--- src/rtl/crop_run_scheduler.sv ---
// crop_run_scheduler: queues crop requests (req_*), sequences core runs via ap_ctrl_hs (core_*), reports status (stat_*), busy/pending
module crop_run_scheduler #(
  parameter int IN_ROWS = 100,
  parameter int IN_COLS = 160,
  parameter int OUT_ROWS = 48,
  parameter int OUT_COLS = 48,
  parameter int COORD_W = 8,
  parameter int FIFO_DEPTH = 4,
  parameter int CYC_W = 24,
  parameter int ID_W = 8,
  parameter int TIMEOUT_CYCLES = 1000000
) (
  input  logic                          ap_clk,
  input  logic                          ap_rst,
  input  logic [2*COORD_W-1:0]          req_TDATA,
  input  logic                          req_TVALID,
  output logic                          req_TREADY,
  output logic [COORD_W-1:0]            core_y1,
  output logic [COORD_W-1:0]            core_x1,
  output logic                          core_start,
  input  logic                          core_ready,
  input  logic                          core_done,
  input  logic                          core_idle,
  output logic [2+ID_W+CYC_W-1:0]       stat_TDATA,
  output logic                          stat_TVALID,
  input  logic                          stat_TREADY,
  output logic                          busy,
  output logic [$clog2(FIFO_DEPTH):0]   pending
);
  localparam int AW = $clog2(FIFO_DEPTH);
  typedef enum logic [2:0] {IDLE, LOAD, START, WAIT, REPORT} state_t;
  state_t r_state;
  logic [2*COORD_W-1:0] r_mem [FIFO_DEPTH];
  logic [AW:0] r_wp, r_rp, w_cnt;
  logic [COORD_W-1:0] r_y1, r_x1;
  logic [CYC_W-1:0] r_cyc, w_cyc_nx;
  logic [ID_W-1:0] r_id;
  logic [2+ID_W+CYC_W-1:0] r_stat;
  logic r_start, r_stat_valid, w_push, w_pop, w_ok;
  assign w_cnt = r_wp - r_rp;
  assign req_TREADY = w_cnt != (AW+1)'(FIFO_DEPTH);
  assign w_push = req_TVALID && req_TREADY;
  assign w_pop = (r_state == IDLE) && (w_cnt != '0) && core_idle;
  assign w_ok = (({1'b0, r_y1} + (COORD_W+1)'(OUT_ROWS)) <= (COORD_W+1)'(IN_ROWS)) &&
                (({1'b0, r_x1} + (COORD_W+1)'(OUT_COLS)) <= (COORD_W+1)'(IN_COLS));
  assign w_cyc_nx = r_cyc + 1'b1;
  assign core_y1 = r_y1;
  assign core_x1 = r_x1;
  assign core_start = r_start;
  assign stat_TDATA = r_stat;
  assign stat_TVALID = r_stat_valid;
  assign busy = r_state != IDLE;
  assign pending = w_cnt;
  always_ff @(posedge ap_clk) begin
    if (w_push) r_mem[r_wp[AW-1:0]] <= req_TDATA;
  end
  always_ff @(posedge ap_clk) begin
    if (ap_rst) begin
      r_state <= IDLE;
      r_wp <= '0;
      r_rp <= '0;
      r_y1 <= '0;
      r_x1 <= '0;
      r_cyc <= '0;
      r_id <= '0;
      r_stat <= '0;
      r_start <= 1'b0;
      r_stat_valid <= 1'b0;
    end else begin
      if (w_push) r_wp <= r_wp + 1'b1;
      if (w_pop) r_rp <= r_rp + 1'b1;
      case (r_state)
        IDLE: if (w_pop) begin
          {r_y1, r_x1} <= r_mem[r_rp[AW-1:0]];
          r_state <= LOAD;
        end
        LOAD: if (w_ok) begin
          r_cyc <= '0;
          r_start <= 1'b1;
          r_state <= START;
        end else begin
          r_stat <= {2'b10, r_id, {CYC_W{1'b0}}};
          r_stat_valid <= 1'b1;
          r_state <= REPORT;
        end
        START, WAIT: if (core_done && (r_state == WAIT || core_ready)) begin
          r_stat <= {2'b00, r_id, w_cyc_nx};
          r_stat_valid <= 1'b1;
          r_start <= 1'b0;
          r_state <= REPORT;
        end else if (w_cyc_nx >= CYC_W'(TIMEOUT_CYCLES)) begin
          r_stat <= {2'b01, r_id, CYC_W'(TIMEOUT_CYCLES)};
          r_stat_valid <= 1'b1;
          r_start <= 1'b0;
          r_state <= REPORT;
        end else begin
          r_cyc <= w_cyc_nx;
          if (r_state == START && core_ready) begin
            r_start <= 1'b0;
            r_state <= WAIT;
          end
        end
        REPORT: if (stat_TREADY) begin
          r_stat_valid <= 1'b0;
          r_id <= r_id + 1'b1;
          r_state <= IDLE;
        end
        default: r_state <= IDLE;
      endcase
    end
  end
endmodule

--- config.mk ---
export PLATFORM = sky130hd
export DESIGN_NAME = crop_run_scheduler
export DESIGN_NICKNAME = d
export VERILOG_FILES = /design/src/rtl/crop_run_scheduler.sv
export SDC_FILE = /design/constraint.sdc
export NUM_CORES = 1
export LEC_CHECK = 0
export BUFFER_PORTS_ARGS = -buffer_cell sky130_fd_sc_hd__buf_2
export CAP_MARGIN = 30
export CORE_AREA = 5 5 132 103
export DETAILED_ROUTE_END_ITERATION = 10
export DIE_AREA = 0 0 137 108
export HOLD_SLACK_MARGIN = 0.06
export MAX_ROUTING_LAYER = met4
export PLACE_DENSITY = 0.85
export SLEW_MARGIN = 20
export SYNTH_ARGS = -nofsm -noshare
export SYNTH_HDL_FRONTEND = slang
export SYNTH_SLANG_ARGS = --single-unit
--- constraint.sdc ---
create_clock -name ap_clk -period 3.3 [get_ports ap_clk]
set_input_delay 0.33 -clock ap_clk [delete_from_list [all_inputs] [get_ports ap_clk]]
set_output_delay 0.33 -clock ap_clk [all_outputs]
set_load 0.1 [all_outputs]
==> flow_summary.ini, run 1 <==
[grt]
grt_max_degree = 36
first_global_vias = 5031
antenna_found_initial = 2
grt_pass1_wl_um = 26100
grt_usage_pct = 23.7
gr-total-overflow = 0

[place]
globalplace.congestion = 0.990
numPortBuffers = 79
pre_cts_ws_ns = 0.420
dpl.hpwl_um = 11300
place_area_mm2 = 0.00746

[route]
routedWlPerCell_um = 18.8
drtAntennaViolNets = 0
drc = 0
via_count = 5165
drt-initial-drc-count = 488
first_pass_iters = 5
via_per_inst = 5.90
routed_wl_um = 16400

[clocking]
htreeDepth = 4
clockBufferDepth = 2
clk_pin_slew_ns = 0.07
cts_root_buf = clkbuf_16
post_cts_buffers = 0
cts_inserted_buffers = 17
worst_skew_pair.late_latency_ns = 0.42
postCtsHoldBufs = 0
clock_sinks = 157
cts_tree = yes
cts-resized-gates = 0

[pwr]
leakagePower_nw = 3.06
peakVddDrop_mv = 0.541
p_per_area_mw_per_mm2 = 853

[critical_path]
crit_path_end_kind = flop
start_kind = flop
crit_start = r_cyc[0]$_SDFFE_PP0P_
arrival_ns = 3.35
reg2reg_from = r_cyc[0]$_SDFFE_PP0P_
path_class = flop to flop
cp.required_ns = 3.64
cp_max_fo = 20

[floorplanning]
dieWidth_um = 137
start_util_pct = 57.1
coreArea_mm2 = 0.0120
placementRows = 35
die_h_um = 108
die_area_mm2 = 0.0148
pin_count = 80

[timing]
fin_crit_sh_pct = 91.0
hold_violations = 0
relSlewSlack_pct = 48.4
layout_min_cycle_time_ns = 3.00
setup_viol = 0
fin_setup_tns_ns = 0
skew_ns = 0.00939
finalWorstSetupSlack_ns = 0.296
slew_viol_final = 0
rsz0062_at_grt = no
max_freq_mhz = 333
worstMarginPinSlew_ns = 0.774

[logic_synthesis]
synth.area.top_cells = edfxtp_1, dfxtp_1, mux4_2
synth_cells = 617
yosysTopAreaCellShare_pct = 27.9
synth_area_per_cell_um2 = 11.1
synth.cell_area_mm2 = 0.00688
syn-num-nets = 653
yosysMostFrequentCell = dfxtp_1
synthDistinctLibCells = 68
seq_area_frac_synth_pct = 55.0
yosysWarnings = 0
synth_top_area_cell = edfxtp_1
yosys_register_bits = 157
synth_edf_count = 64
synthTopCellsByCount = dfxtp_1, nand2_1, edfxtp_1
synth-main-ff-cell = dfxtp_1
async_reset_ff_share_pct = 0

[cells_and_area]
nets = 730
fin_area_mm2 = 0.00807
drive_gt1_share_pct = 22.9
syn2layout_area_growth_pct = 17.4

[run_status]
status = completed

[run]
max_cap_violations = 0

[worst_hold_path]
hold_path.startpoint = req_TDATA[9]
hold_path_class = primary input to flop
[path summary, 6_finish.rpt]
| path | endpoint | slack [ns] | cells after the start |
|---|---|---|---|
| hold / removal | r_mem[2][9]$_DFFE_PP_ | 0.12 | 1 |
| setup reg to reg | stat_TDATA[9]$_SDFFE_PP0P_ | 0.30 | 11 |
| hold reg to reg | stat_TDATA[7]$_SDFFE_PP0P_ | 0.46 | 1 |
| setup / recovery | stat_TDATA[9]$_SDFFE_PP0P_ | 0.30 | 11 |
[cells in the final DEF, fill, tap and decap left out, types with 5 or more instances in the layout]
cell type and n:
a21oi_1 33, a31oi_1 6, and2_1 7, and3_1 13
buf_2 79, buf_4 14, clkbuf_16 18, dfxtp_1 93
edfxtp_1 64, ha_1 12, inv_1 20, mux2i_1 17
mux4_2 16, nand2_1 72, nand2b_1 5, nand3_1 16
nand4_1 12, nor2_1 53, nor3_1 14, o21ai_0 12
o21ai_1 8, o2bb2ai_1 17, xnor2_1 19, xor2_1 14
[cell families (layout without fill, tap and decap cells)]
logic type      Yosys count  count (layout)  share of synthesized area, %
xor+xnor                 34              34                          4.33
simple gates            218             218                          15.5
buf+inv                  56             146                          3.62
fa+ha+maj                13              13                          2.47
other cells               0               2                             0
mux                      33              33                          7.71
compound gates          106             106                          11.4
flops                   157             157                          55.0
[report_power, final]
part | switching, mW | internal, mW
clock network | 0.804 | 1.17
registers | 0.171 | 2.28
logic | 1.87 | 0.600
[worst max-delay path: stages, from the launching register on]
cell and delay (ns):
dfxtp_1 0.44, ha_1 0.26, nand3_1 0.21, nor3_1 0.26
buf_4 0.23, a31oi_1 0.09, nand4b_1 0.29, o211ai_4 0.37
a21oi_1 0.17, nor3_2 0.14, buf_4 0.30, o2bb2ai_1 0.16
[per-layer routing]
layer / share of wire, % / global-route usage (%) / wire length, um / vias to the layer above
met5: 0 / - / 0 / -
met4: 2.3 / 8.48 / 378 / 0
met3: 8.5 / 6.09 / 1390 / 34
met2: 46 / 35.4 / 7530 / 247
met1: 43 / 31.5 / 7110 / 2493
li1: - / - / - / 2391
[through the flow]
step           cells  power (mW)  hold WS, ns  utilization (%)
4_1_cts          873        6.90        0.108             67.0
2_1_floorplan    617        4.40        0.429                -
3_3_place_gp     841        4.87        0.441             62.0
3_5_place_dp     841        4.94        0.445             62.0
5_1_grt          875        7.14        0.100             67.0
6_report         875        6.89        0.121             67.0
[state kept, by name, summed over array words and instances, names as in the netlist]
register and cells:
core_start 1, core_x1 8, core_y1 8, r_cyc 24, r_id 8, r_mem 64
r_rp 3, r_state 3, r_wp 3, stat_TDATA 34, stat_TVALID 1
[final cells by class]
class	instances	area [um^2]
Multi-Input combinational cell	404	2880
Clock inverter	10	98.8
Inverter	20	75.1
Sequential cell	157	3780
Clock buffer	22	505
Tap cell	166	208
Antenna cell	2	5.00
Fill cell	879	3970
Timing Repair Buffer	94	520
No activity file was read; power rests on OpenSTA's default activity.
==> run 2, diff against run 1 <==
Settings changed: CORE_AREA 5 5 132 103 to 5 5 136 105, DIE_AREA 0 0 137 108 to 0 0 141 110, PLACE_DENSITY 0.85 to 0.82.
==> flow_summary.ini, run 2 (synthesis results as in run 1) <==
[critical_path]
r2r.worst_path.cells = 11
path_class = flop to output port
arrival_ns = 2.66
cp.required_ns = 2.97
crit_path_end_kind = output port
cp_max_fo = 6
start_kind = flop

[grt]
grt.busiest_layer = met2
grt_max_degree = 48
first_global_vias = 4961
antenna_found_initial = 1
gr-total-overflow = 0
use_met2_pct = 32.9
grt_pass1_wl_um = 25900
grt_use_met1_pct = 29.4
grt_usage_pct = 22.2
use_met3_pct = 6.77

[floorplanning]
die_area_mm2 = 0.0155
die_h_um = 110
pin_count = 80
placementRows = 36
start_util_pct = 53.8
dieWidth_um = 141
coreArea_mm2 = 0.0128

[clocking]
worst_skew_pair.late_latency_ns = 0.42
htreeDepth = 4
clockBufferDepth = 2
clock_sinks = 157
post_cts_buffers = 0
cts_inserted_buffers = 17
postCtsHoldBufs = 0
cts-resized-gates = 0
cts_root_buf = clkbuf_16
cts_tree = yes
clk_pin_slew_ns = 0.06

[pwr]
seqPwrFrac_pct = 36.6
p_clk_share_pct = 26.1
p_switching_mw = 2.79
leakagePower_nw = 3.01
power.internal_mw = 3.87
comb_power_share_pct = 37.3
switching_share_pct = 41.8
peakVddDrop_mv = 0.650
p_per_area_mw_per_mm2 = 832

[route]
via_count = 5104
drtAntennaViolNets = 0
first_pass_iters = 5
routed_wl_um = 16200
via_per_inst = 5.81
drt-initial-drc-count = 431
routedWlPerCell_um = 18.4
drc = 0

[timing]
finalWorstSetupSlack_ns = 0.315
setup_viol = 0
worstMarginPinSlew_ns = 0.656
hold_violations = 0
layout_min_cycle_time_ns = 2.99
slew_viol_final = 0
skew_ns = 0.00546
rsz0062_at_grt = no
fin_setup_tns_ns = 0
fin_crit_sh_pct = 90.5
max_freq_mhz = 335
relSlewSlack_pct = 56.1

[worst_hold_path]
hold_path_class = primary input to flop
holdPathStages = 1

[place]
pre_cts_ws_ns = 0.289
dpl.hpwl_um = 11300
numPortBuffers = 79
dp_cells = 845
globalplace.congestion = 0.964

[cells_and_area]
nets = 730
final_common_cell = dfxtp_1
final_core_util_pct = 62.6
drive_gt1_share_pct = 22.3
syn2layout_area_growth_pct = 16.3
final_cell_count_no_fill = 879
largest_reg_flops = 64
final_cell_mix = dfxtp_1, buf_2, nand2_1, edfxtp_1, nor2_1

[run_status]
status = completed

[run]
max_cap_violations = 0
[run 2: final timing paths]
kind,start,endpoint,slack (ns)
worst max-delay path,r_wp[0]$_SDFFE_PP0P_,req_TREADY,0.31
worst min-delay path,req_TDATA[4],r_mem[2][4]$_DFFE_PP_,0.12
worst max register to register,r_cyc[0]$_SDFFE_PP0P_,stat_TDATA[5]$_SDFFE_PP0P_,0.36
worst min register to register,stat_TDATA[3]$_SDFFE_PP0P_,stat_TDATA[3]$_SDFFE_PP0P_,0.46
[run 2: metal layers]
| metal | up-vias | routed length, um | part of all wire [%] |
|---|---|---|---|
| li1 | 2385 | - | - |
| met1 | 2476 | 7200 | 44 |
| met2 | 214 | 7370 | 45 |
| met3 | 29 | 1300 | 8.0 |
| met4 | 0 | 349 | 2.2 |
| met5 | - | 0 | 0 |
[run 2: power groups by stage]
stage | Sequential (mW) | Combinational [mW] | Clock, mW
global route | 2.46 | 2.61 | 1.86
floorplan | 3.17 | 1.23 | 0
detailed placement | 2.47 | 2.45 | 0
global placement | 2.46 | 2.40 | 0
CTS | 2.43 | 2.47 | 1.76
finish | 2.44 | 2.48 | 1.74
[run 2: area by class of cell]
cell class / count / area [um^2]
Antenna cell: 1 / 2.50
Clock buffer: 21 / 460
Clock inverter: 11 / 68.8
Fill cell: 970 / 4790
Inverter: 20 / 75.1
Multi-Input combinational cell: 404 / 2880
Sequential cell: 157 / 3780
Tap cell: 171 / 214
Timing Repair Buffer: 94 / 520
[run 2: worst max-delay path, stage by stage (launching register included)]
cell and delay, ns:
dfxtp_1 0.40, inv_1 0.13, ha_1 0.23, fa_1 0.38, xnor2_1 0.37, xnor2_4 0.15
nand3_4 0.14, buf_2 0.44
[run 2: metrics by stage]
step           hold slack [ns]  power, mW  cell area (um^2)
2_1_floorplan            0.429       4.40              6910
3_3_place_gp             0.440       4.86              7450
3_5_place_dp             0.446       4.93              7450
4_1_cts                  0.109       6.66              7980
5_1_grt                  0.112       6.93              8000
6_report                 0.124       6.66              8000
